`src/rtl/instruction_fetch_unit.sv`:
```
// Instruction fetch unit: owns the fetch PC, drives the combinational
// instruction memory, and buffers fetched {pc, instr} pairs in a small
// circular queue whose head is presented to decode over valid/ready.
// A redirect reloads the PC (word aligned) and flushes the queue.
module instruction_fetch_unit #(
    parameter logic [31:0] RESET_PC  = 32'h0000_0000,
    parameter int unsigned QDEPTH    = 2,
    parameter logic [31:0] NOP_INSTR = 32'h0000_0013
) (
    input  logic        clk,
    input  logic        rst,
    input  logic        fetch_en,
    output logic [31:0] imem_addr,
    input  logic [31:0] imem_rdata,
    input  logic        redirect_valid,
    input  logic [31:0] redirect_pc,
    output logic        if_valid,
    input  logic        if_ready,
    output logic [31:0] if_instr,
    output logic [31:0] if_pc
);

    // A one-entry queue still needs a 1-bit pointer so the indexing stays legal.
    localparam int unsigned PTR_W = (QDEPTH > 1) ? $clog2(QDEPTH) : 1;
    localparam int unsigned CNT_W = $clog2(QDEPTH + 1);
    localparam logic [PTR_W-1:0] PTR_LAST = PTR_W'(QDEPTH - 1);
    localparam logic [CNT_W-1:0] CNT_FULL = CNT_W'(QDEPTH);

    logic [31:0]      fetchPc_q, fetchPc_d;
    logic [CNT_W-1:0] count_q, count_d;
    logic [PTR_W-1:0] rdPtr_q, rdPtr_d;
    logic [PTR_W-1:0] wrPtr_q, wrPtr_d;
    logic [63:0]      entries_q [QDEPTH];

    logic        pop;
    logic        push;
    logic        notEmpty;
    logic [63:0] headEntry;

    // Pointers wrap explicitly so the queue works for any depth.
    function automatic logic [PTR_W-1:0] ptrInc(input logic [PTR_W-1:0] p);
        return (p == PTR_LAST) ? '0 : p + PTR_W'(1);
    endfunction

    assign notEmpty  = (count_q != '0);
    assign headEntry = entries_q[rdPtr_q];

    // Memory is addressed straight from the fetch PC; the head is a pure
    // function of registered state, so decode sees a stable word while stalled.
    assign imem_addr = fetchPc_q;
    assign if_valid  = notEmpty;
    assign if_pc     = notEmpty ? headEntry[63:32] : 32'h0000_0000;
    assign if_instr  = notEmpty ? headEntry[31:0]  : NOP_INSTR;

    // A push into a full queue is only allowed when the head leaves this cycle.
    assign pop  = notEmpty & if_ready;
    assign push = fetch_en & ~redirect_valid & ((count_q != CNT_FULL) | pop);

    // Next-state for PC, occupancy and pointers; a redirect overrides everything
    // and its target is forced onto a word boundary.
    always_comb begin
        fetchPc_d = fetchPc_q;
        count_d   = count_q;
        rdPtr_d   = rdPtr_q;
        wrPtr_d   = wrPtr_q;
        if (redirect_valid) begin
            fetchPc_d = redirect_pc & 32'hFFFF_FFFC;
            count_d   = '0;
            rdPtr_d   = '0;
            wrPtr_d   = '0;
        end else begin
            if (push) begin
                fetchPc_d = fetchPc_q + 32'd4;
                wrPtr_d   = ptrInc(wrPtr_q);
            end
            if (pop) begin
                rdPtr_d = ptrInc(rdPtr_q);
            end
            case ({push, pop})
                2'b10:   count_d = count_q + CNT_W'(1);
                2'b01:   count_d = count_q - CNT_W'(1);
                default: count_d = count_q;
            endcase
        end
    end

    // Control state register with synchronous reset back to the boot PC.
    always_ff @(posedge clk) begin
        if (rst) begin
            fetchPc_q <= RESET_PC;
            count_q   <= '0;
            rdPtr_q   <= '0;
            wrPtr_q   <= '0;
        end else begin
            fetchPc_q <= fetchPc_d;
            count_q   <= count_d;
            rdPtr_q   <= rdPtr_d;
            wrPtr_q   <= wrPtr_d;
        end
    end

    // Queue storage captures {pc, word} at the write pointer; contents need no
    // reset because occupancy decides what is visible.
    always_ff @(posedge clk) begin
        if (!rst && push) begin
            entries_q[wrPtr_q] <= {fetchPc_q, imem_rdata};
        end
    end

endmodule

```
`config.mk`:
```
export PLATFORM = sky130hd
export DESIGN_NAME = instruction_fetch_unit
export DESIGN_NICKNAME = d
export VERILOG_FILES = /design/src/rtl/instruction_fetch_unit.sv
export SDC_FILE = /design/constraint.sdc
export NUM_CORES = 1
export LEC_CHECK = 0
export CAP_MARGIN = 20
export CORE_MARGIN = 8
export CORE_UTILIZATION = 53
export DETAILED_ROUTE_END_ITERATION = 8
export HOLD_SLACK_MARGIN = 0.08
export PLACE_DENSITY = 0.84
export SYNTH_ARGS = -nofsm -noshare
export SYNTH_HDL_FRONTEND = slang
export SYNTH_SLANG_ARGS = --single-unit
```
`constraint.sdc`:
```
create_clock -name clk -period 12.6 [get_ports clk]
set_clock_uncertainty 0.2 [all_clocks]
set_input_delay 1.26 -clock clk [delete_from_list [all_inputs] [get_ports clk]]
set_output_delay 1.26 -clock clk [all_outputs]
set_load 0.02 [all_outputs]
```
==> qor.yml, run 1 <==
place_area_um2: 8550
io_buffers: 159
regArea_um2: 4430
start_util_pct: 54.2
crit_arrival_ns: 4.37
power_per_cell_area_nw_per_um2: 130
setup_viol: 0
crit_family: "simple AND/OR/NAND/NOR gates"
ctsHoldBuffers: 0
fp.dieH_um: 130
crit_buf_inv: 3
dpl.hpwl_um: 11300
fin_nets: 763
intPower_mw: 0.918
syn_inst: 545
routed_wl_um: 17100
clkPwrFrac_pct: 39.8
synth_edf_count: 124
clock_latency_ns: 0.42
vias_per_cell: 5.75
critPathMaxStageDelay_ns: 0.74
utilization_pct: 72.1
antenna_left: 0
instances_no_fill: 878
ioPinCount: 166
grt_pass1_vias: 5184
critical_path_class: "in2reg"
htreeDepth: 4
dp_cells: 845
grt_usage_pct: 20.7
yosys_warnings: 0
synthMuxAreaShare_pct: 9.37
max-vdd-ir-drop_mv: 0.0906
synthAdderAreaFrac_pct: 0.183
slew_violations: 0
p_sw_mw: 0.267
place.gp.congestion: 0.808
n_fill_cell: 890
overflow: 0
cts-buffers-inserted: 17
fin_crit_sh_pct: 35.9
finalSetupTns_ns: 0
relSlewSlack_pct: 26.3
cts_root_buf: "clkbuf_16"
post_drt_wl_per_cell_um: 19.5
end_kind: "register"
cts_tree: "done"
antenna_found_initial: 0
yosysUniqueCellTypes: 44
multi_input_area_um2: 2230
power_frac_comb_pct: 9.5
synth_simple_gate_area_share_pct: 14.7
die_w_um: 130
cp_max_fo: 37
postCtsSetupBuffers: 0
yosysSeqAreaShare_pct: 64.7
cts_buffer_depth: 2
rsz0062_at_grt: "false"
fmax_mhz: 221
design_area_um2: 9100
drive_gt1_share_pct: 5.95
synth_area_um2: 6840
p_leak_nw: 2.90
hold_viol: 0
grt_pass1_wl_um: 26800
cp_common_cell: "buf_4"
synth_xor_area_share_pct: 1.28
vias: 5052
outcome: "finished, final reports clean"
clk_pin_slew_worst_paths_ns: 0.05
switching_share_pct: 22.5
grt_start_max_net_pins: 63
synth_top_family_by_area: "simple AND/OR/NAND/NOR gates"
cts_resized: 0
rows: 41
die_area_um2: 16800
crit_chain: "clkdlybuf4s50_1 -> buf_4 -> or2_2 -> nor3_1 -> and2_2 -> buf_4"
tightest_slew_ns: 1.11
power.total_mw: 1.19
clock_sinks: 159
p_seq_share_pct: 50.7
min_path_type: "reg2reg"
syn_avg_cell_area_um2: 12.5
first_iter_violations: 578
slowest_stage: "and2_2"
start_kind: "input port"
synthArstFlopShare_pct: 0
coreArea_um2: 12600
maxCapViolCount: 0
route.detailed.drc: 0
critPathRequiredTime_ns: 12.45
synthFlopType: "edfxtp_1"
syn_to_final_growth_pct: 33.1
first_pass_iters: 5
diodes: 0
synth_compound_area_share_pct: 6.63
ys_ff_latch: 159
post-route-min-period_ns: 4.52
worst register-to-register path, cell delays in order (launching register included):
cell,delay [ns]
dfxtp_1,0.49
nor3b_2,0.17
nor3_1,0.76
and2_2,0.74
buf_4,0.56
sequential cells by signal, summed over array words and instances, names as in the netlist, named ones only:
name       cells
entries_q    124
wrPtr_q        1
count_q        2
rdPtr_q        1
imem_addr     30
per-stage QoR:
step                setup slack, ns  hold slack [ns]
global placement               7.89            0.284
detailed placement             7.74            0.295
finish                         8.08            0.311
floorplan                      7.64            0.272
CTS                            8.13            0.311
global route                   7.92            0.328
per-layer routing:
layer / GRT usage (%) / up-vias / wire length [um]
li1: - / 2349 / -
met1: 24.1 / 2420 / 6820
met2: 35.7 / 262 / 8530
met3: 6.00 / 21 / 1540
met4: 7.31 / 0 / 193
met5: 0 / - / 0
synthesized netlist by cell type, drive strengths merged (2+ instances only):
| cell | instances | area (um2) |
|---|---|---|
| inv | 11 | 41.3 |
| a31oi | 6 | 37.5 |
| or2 | 3 | 18.8 |
| a221o | 2 | 20.0 |
| xnor2 | 4 | 35.0 |
| edfxtp | 124 | 3720 |
| nor2 | 93 | 349 |
| xor2 | 6 | 52.6 |
| or4b | 5 | 50.1 |
| a21oi | 3 | 15.0 |
| o311ai | 6 | 52.6 |
| and3 | 3 | 18.8 |
| a311oi | 10 | 87.6 |
| o21ai | 3 | 15.0 |
| nor3b | 2 | 20.0 |
| nand2 | 22 | 82.6 |
| and2 | 8 | 50.1 |
| dfxtp | 35 | 701 |
| o31ai | 5 | 37.5 |
| nand3 | 16 | 80.1 |
| and4 | 4 | 35.0 |
| nand4 | 12 | 81.3 |
| nor3 | 5 | 25.0 |
| or4 | 9 | 67.6 |
| a2111oi | 5 | 45.0 |
| nor4 | 9 | 56.3 |
| o211ai | 8 | 60.1 |
| a211oi | 11 | 82.6 |
| mux2i | 64 | 641 |
| clkbuf | 25 | 93.8 |
| nor4b | 2 | 17.5 |
| buf | 14 | 72.6 |
| or3 | 4 | 25.0 |
cell families (layout without fill, tap and decap cells):
kind of cell	count (synthesis)	count (layout)
other cells	1	4
compound gates	59	59
buf+inv	50	208
mux	64	64
simple gates	201	201
fa+ha+maj	1	1
flops	159	159
xor+xnor	10	10
path summary, 6_finish.rpt:
path	slack [ns]	endpoint	cells past startpoint	from
max	8.08	entries_q[1][16]	6	rst
min	0.31	register	2	rdPtr_q
max reg2reg	9.29	entries_q[1][16]	4	count_q[0]
min reg2reg	0.31	register	2	rdPtr_q
power groups by stage:
stage                     sequential [mW]  combinational, mW  clock (mW)
after CTS                           0.601              0.112       0.479
after global routing                0.604              0.120       0.499
after detailed placement            0.612              0.112           0
after global placement              0.610              0.109           0
after floorplan                     0.612             0.0477           0
final                               0.601              0.112       0.472
placed cells by master, fill, tap and decap left out, types with 3 or more instances in the layout:
master,instances
or2_2,3
or3_1,4
clkdlybuf4s50_1,159
o311ai_0,6
and4_1,4
nand4_1,11
inv_1,11
mux2i_1,64
nor3_1,5
a311oi_1,10
nor4_1,9
clkbuf_16,17
buf_4,5
o211ai_1,8
o21ai_0,3
o31ai_1,5
edfxtp_1,124
nor2_1,91
a31oi_1,6
a211oi_1,11
a2111oi_0,4
or4b_1,5
nand2_1,22
conb_1,4
dfxtp_1,34
or4_1,9
nand3_1,16
clkinv_2,4
and3_1,3
xnor2_1,4
and2_1,7
clkbuf_1,6
xor2_1,6
a21oi_1,3
layout make-up:
cell class	instances	area share (%)
Multi-Input combinational cell	339	24.5
Sequential cell	159	48.7
Clock inverter	7	0.715
Inverter	11	0.454
Tap cell	172	2.36
Timing Repair Buffer	165	18.1
Clock buffer	25	5.22
(Power assumes the default switching activity.)
==> inputs of run 2 (changes only) <==
--- a/config.mk
+++ b/config.mk
@@ -7,10 +7,10 @@
 export LEC_CHECK = 0
 export CAP_MARGIN = 20
 export CORE_MARGIN = 8
-export CORE_UTILIZATION = 53
+export CORE_UTILIZATION = 50
 export DETAILED_ROUTE_END_ITERATION = 8
 export HOLD_SLACK_MARGIN = 0.08
-export PLACE_DENSITY = 0.84
+export PLACE_DENSITY = 0.8
 export SYNTH_ARGS = -nofsm -noshare
 export SYNTH_HDL_FRONTEND = slang
 export SYNTH_SLANG_ARGS = --single-unit
==> constraint.sdc (replaced) <==
create_clock -name clk -period 4.5 [get_ports clk]
set_clock_uncertainty 0.2 [all_clocks]
set_input_delay 0.45 -clock clk [delete_from_list [all_inputs] [get_ports clk]]
set_output_delay 0.45 -clock clk [all_outputs]
set_load 0.02 [all_outputs]
==> run 2 against run 1 <==
Effect of this change:
- sequential power rose to 2.8 times the previous value
- critical path type is now reg2out
- global-route usage fell by 1.1 points
- die area rose by 5.2%
- sequential share of layout area fell by 0.88 points
- design area rose by 1.8%
- clock power rose to 3.2 times the previous value
- worst hold slack improved by 0.011 ns
- non-clock buffer count rose by 2
==> qor.yml, run 2 (synthesis results as in run 1) <==
dpl.hpwl_um: 11400
overflow: 0
fin_crit_sh_pct: 73.5
power_frac_comb_pct: 9.1
cp_max_fo: 36
cts_root_buf: "clkbuf_16"
place.gp.congestion: 0.803
vias: 5035
rows: 42
end_kind: "output port"
cts-buffers-inserted: 17
slowest_stage: "nor2_4"
ioPinCount: 166
dp_cells: 850
rr_worst_depth: 4
clk_pin_slew_worst_paths_ns: 0.06
grt_start_max_net_pins: 63
io_buffers: 159
crit_arrival_ns: 2.66
min_path_type: "reg2reg"
post_drt_wl_per_cell_um: 19.4
timing.hold.ws_ns: 0.322
crit_chain: "nor2_4 -> inv_1 -> nand2_1 -> clkdlybuf4s50_1"
regToRegSetupSlack_ns: 1.61
die_area_um2: 17700
cts_buffer_depth: 2
hold_path_startpoint: "rdPtr_q"
cts_resized: 0
first_pass_iters: 4
intPower_mw: 2.76
route.detailed.drc: 0
design_area_um2: 9270
dp_worst_setup_slack_ns: 0.938
crit_buf_inv: 2
setup_viol: 0
critical_path_class: "reg2out"
clock_sinks: 159
coreArea_um2: 13300
antenna_left: 0
top_register: "entries_q"
htreeDepth: 4
start_kind: "register"
routed_wl_um: 17100
ctsHoldBuffers: 0
p_sw_mw: 0.763
post-route-min-period_ns: 3.31
relSlewSlack_pct: 38.4
setup_slack_ns: 1.19
critPathRequiredTime_ns: 3.85
largest_register_ffs: 124
first_iter_violations: 528
rsz0062_at_grt: "false"
r2r_start: "count_q[0]"
mostFrequentLayoutCell: "clkdlybuf4s50_1"
grt_pass1_vias: 5035
r2r-end: "entries_q[1][59]"
postCtsSetupBuffers: 0
outcome: "finished, final reports clean"
drive_gt1_share_pct: 6.64
finalSetupTns_ns: 0
slew_violations: 0
final_cell_mix: "159 x clkdlybuf4s50_1, 124 x edfxtp_1, 91 x nor2_1"
place_area_um2: 8600
maxCapViolCount: 0
hold_viol: 0
fmax_mhz: 302
instances_no_fill: 884
clkPwrFrac_pct: 43.3
cts_tree: "done"
diodes: 0
syn_to_final_growth_pct: 35.6
critPathMaxStageDelay_ns: 0.75
fp.dieH_um: 133
grt_pass1_wl_um: 27400
die_w_um: 133
min_path_cells: 2
max-vdd-ir-drop_mv: 0.283
power_per_cell_area_nw_per_um2: 380
crit_family: "buffers and inverters"
fin_nets: 765
grt_usage_pct: 19.6
switching_share_pct: 21.7
clock_latency_ns: 0.42
vias_per_cell: 5.70
antenna_found_initial: 0
tightest_slew_ns: 0.922
start_util_pct: 51.4
p_seq_share_pct: 47.7
p_leak_nw: 2.97
run 2: worst max path at each step:
stage,from,to,slack [ns],cells past startpoint
CTS,count_q[1],if_instr[1],1.13,4
global route,count_q[1],if_instr[23],1.03,4
floorplan,count_q[0],entries_q[0][0],0.32,5
detailed placement,fetch_en,entries_q[1][54],0.94,5
global placement,fetch_en,entries_q[1][54],1.05,5
finish,count_q[1],if_instr[0],1.19,4
run 2: tightest hold or removal path, stage by stage (launching register included):
cell	delay (ns)
dfxtp_1	0.33
xor2_1	0.09
nor2_1	0.07
run 2: power by group through the flow:
stage	sequential [mW]	combinational (mW)	clock, mW
detailed placement	1.71	0.317	0
finish	1.68	0.320	1.52
global route	1.69	0.344	1.60
CTS	1.68	0.319	1.54
global placement	1.71	0.307	0
floorplan	1.71	0.134	0
run 2: routing by layer:
layer | vias up | share of wire [%] | global-route usage (%)
met4 | 0 | 1.5 | 6.88
li1 | 2363 | - | -
met3 | 24 | 8.1 | 6.85
met5 | - | 0 | 0
met1 | 2422 | 43 | 24.6
met2 | 226 | 47 | 30.8
run 2: layout make-up:
type                    count  area [um2]
flip-flops and latches    159        4430
fillers                   953        4030
multi-input cells         339        2230
repair buffers            167        1710
clock buffers              23         478
well taps                 176         220
clock inverters             9         155
inverters                  11        41.3
run 2: per-stage QoR:
step	total power, mW	util [%]
after detailed placement	2.03	64.7
after global placement	2.02	64.5
after floorplan	1.85	-
final	3.52	69.7
after CTS	3.54	69.5
after global routing	3.63	69.7
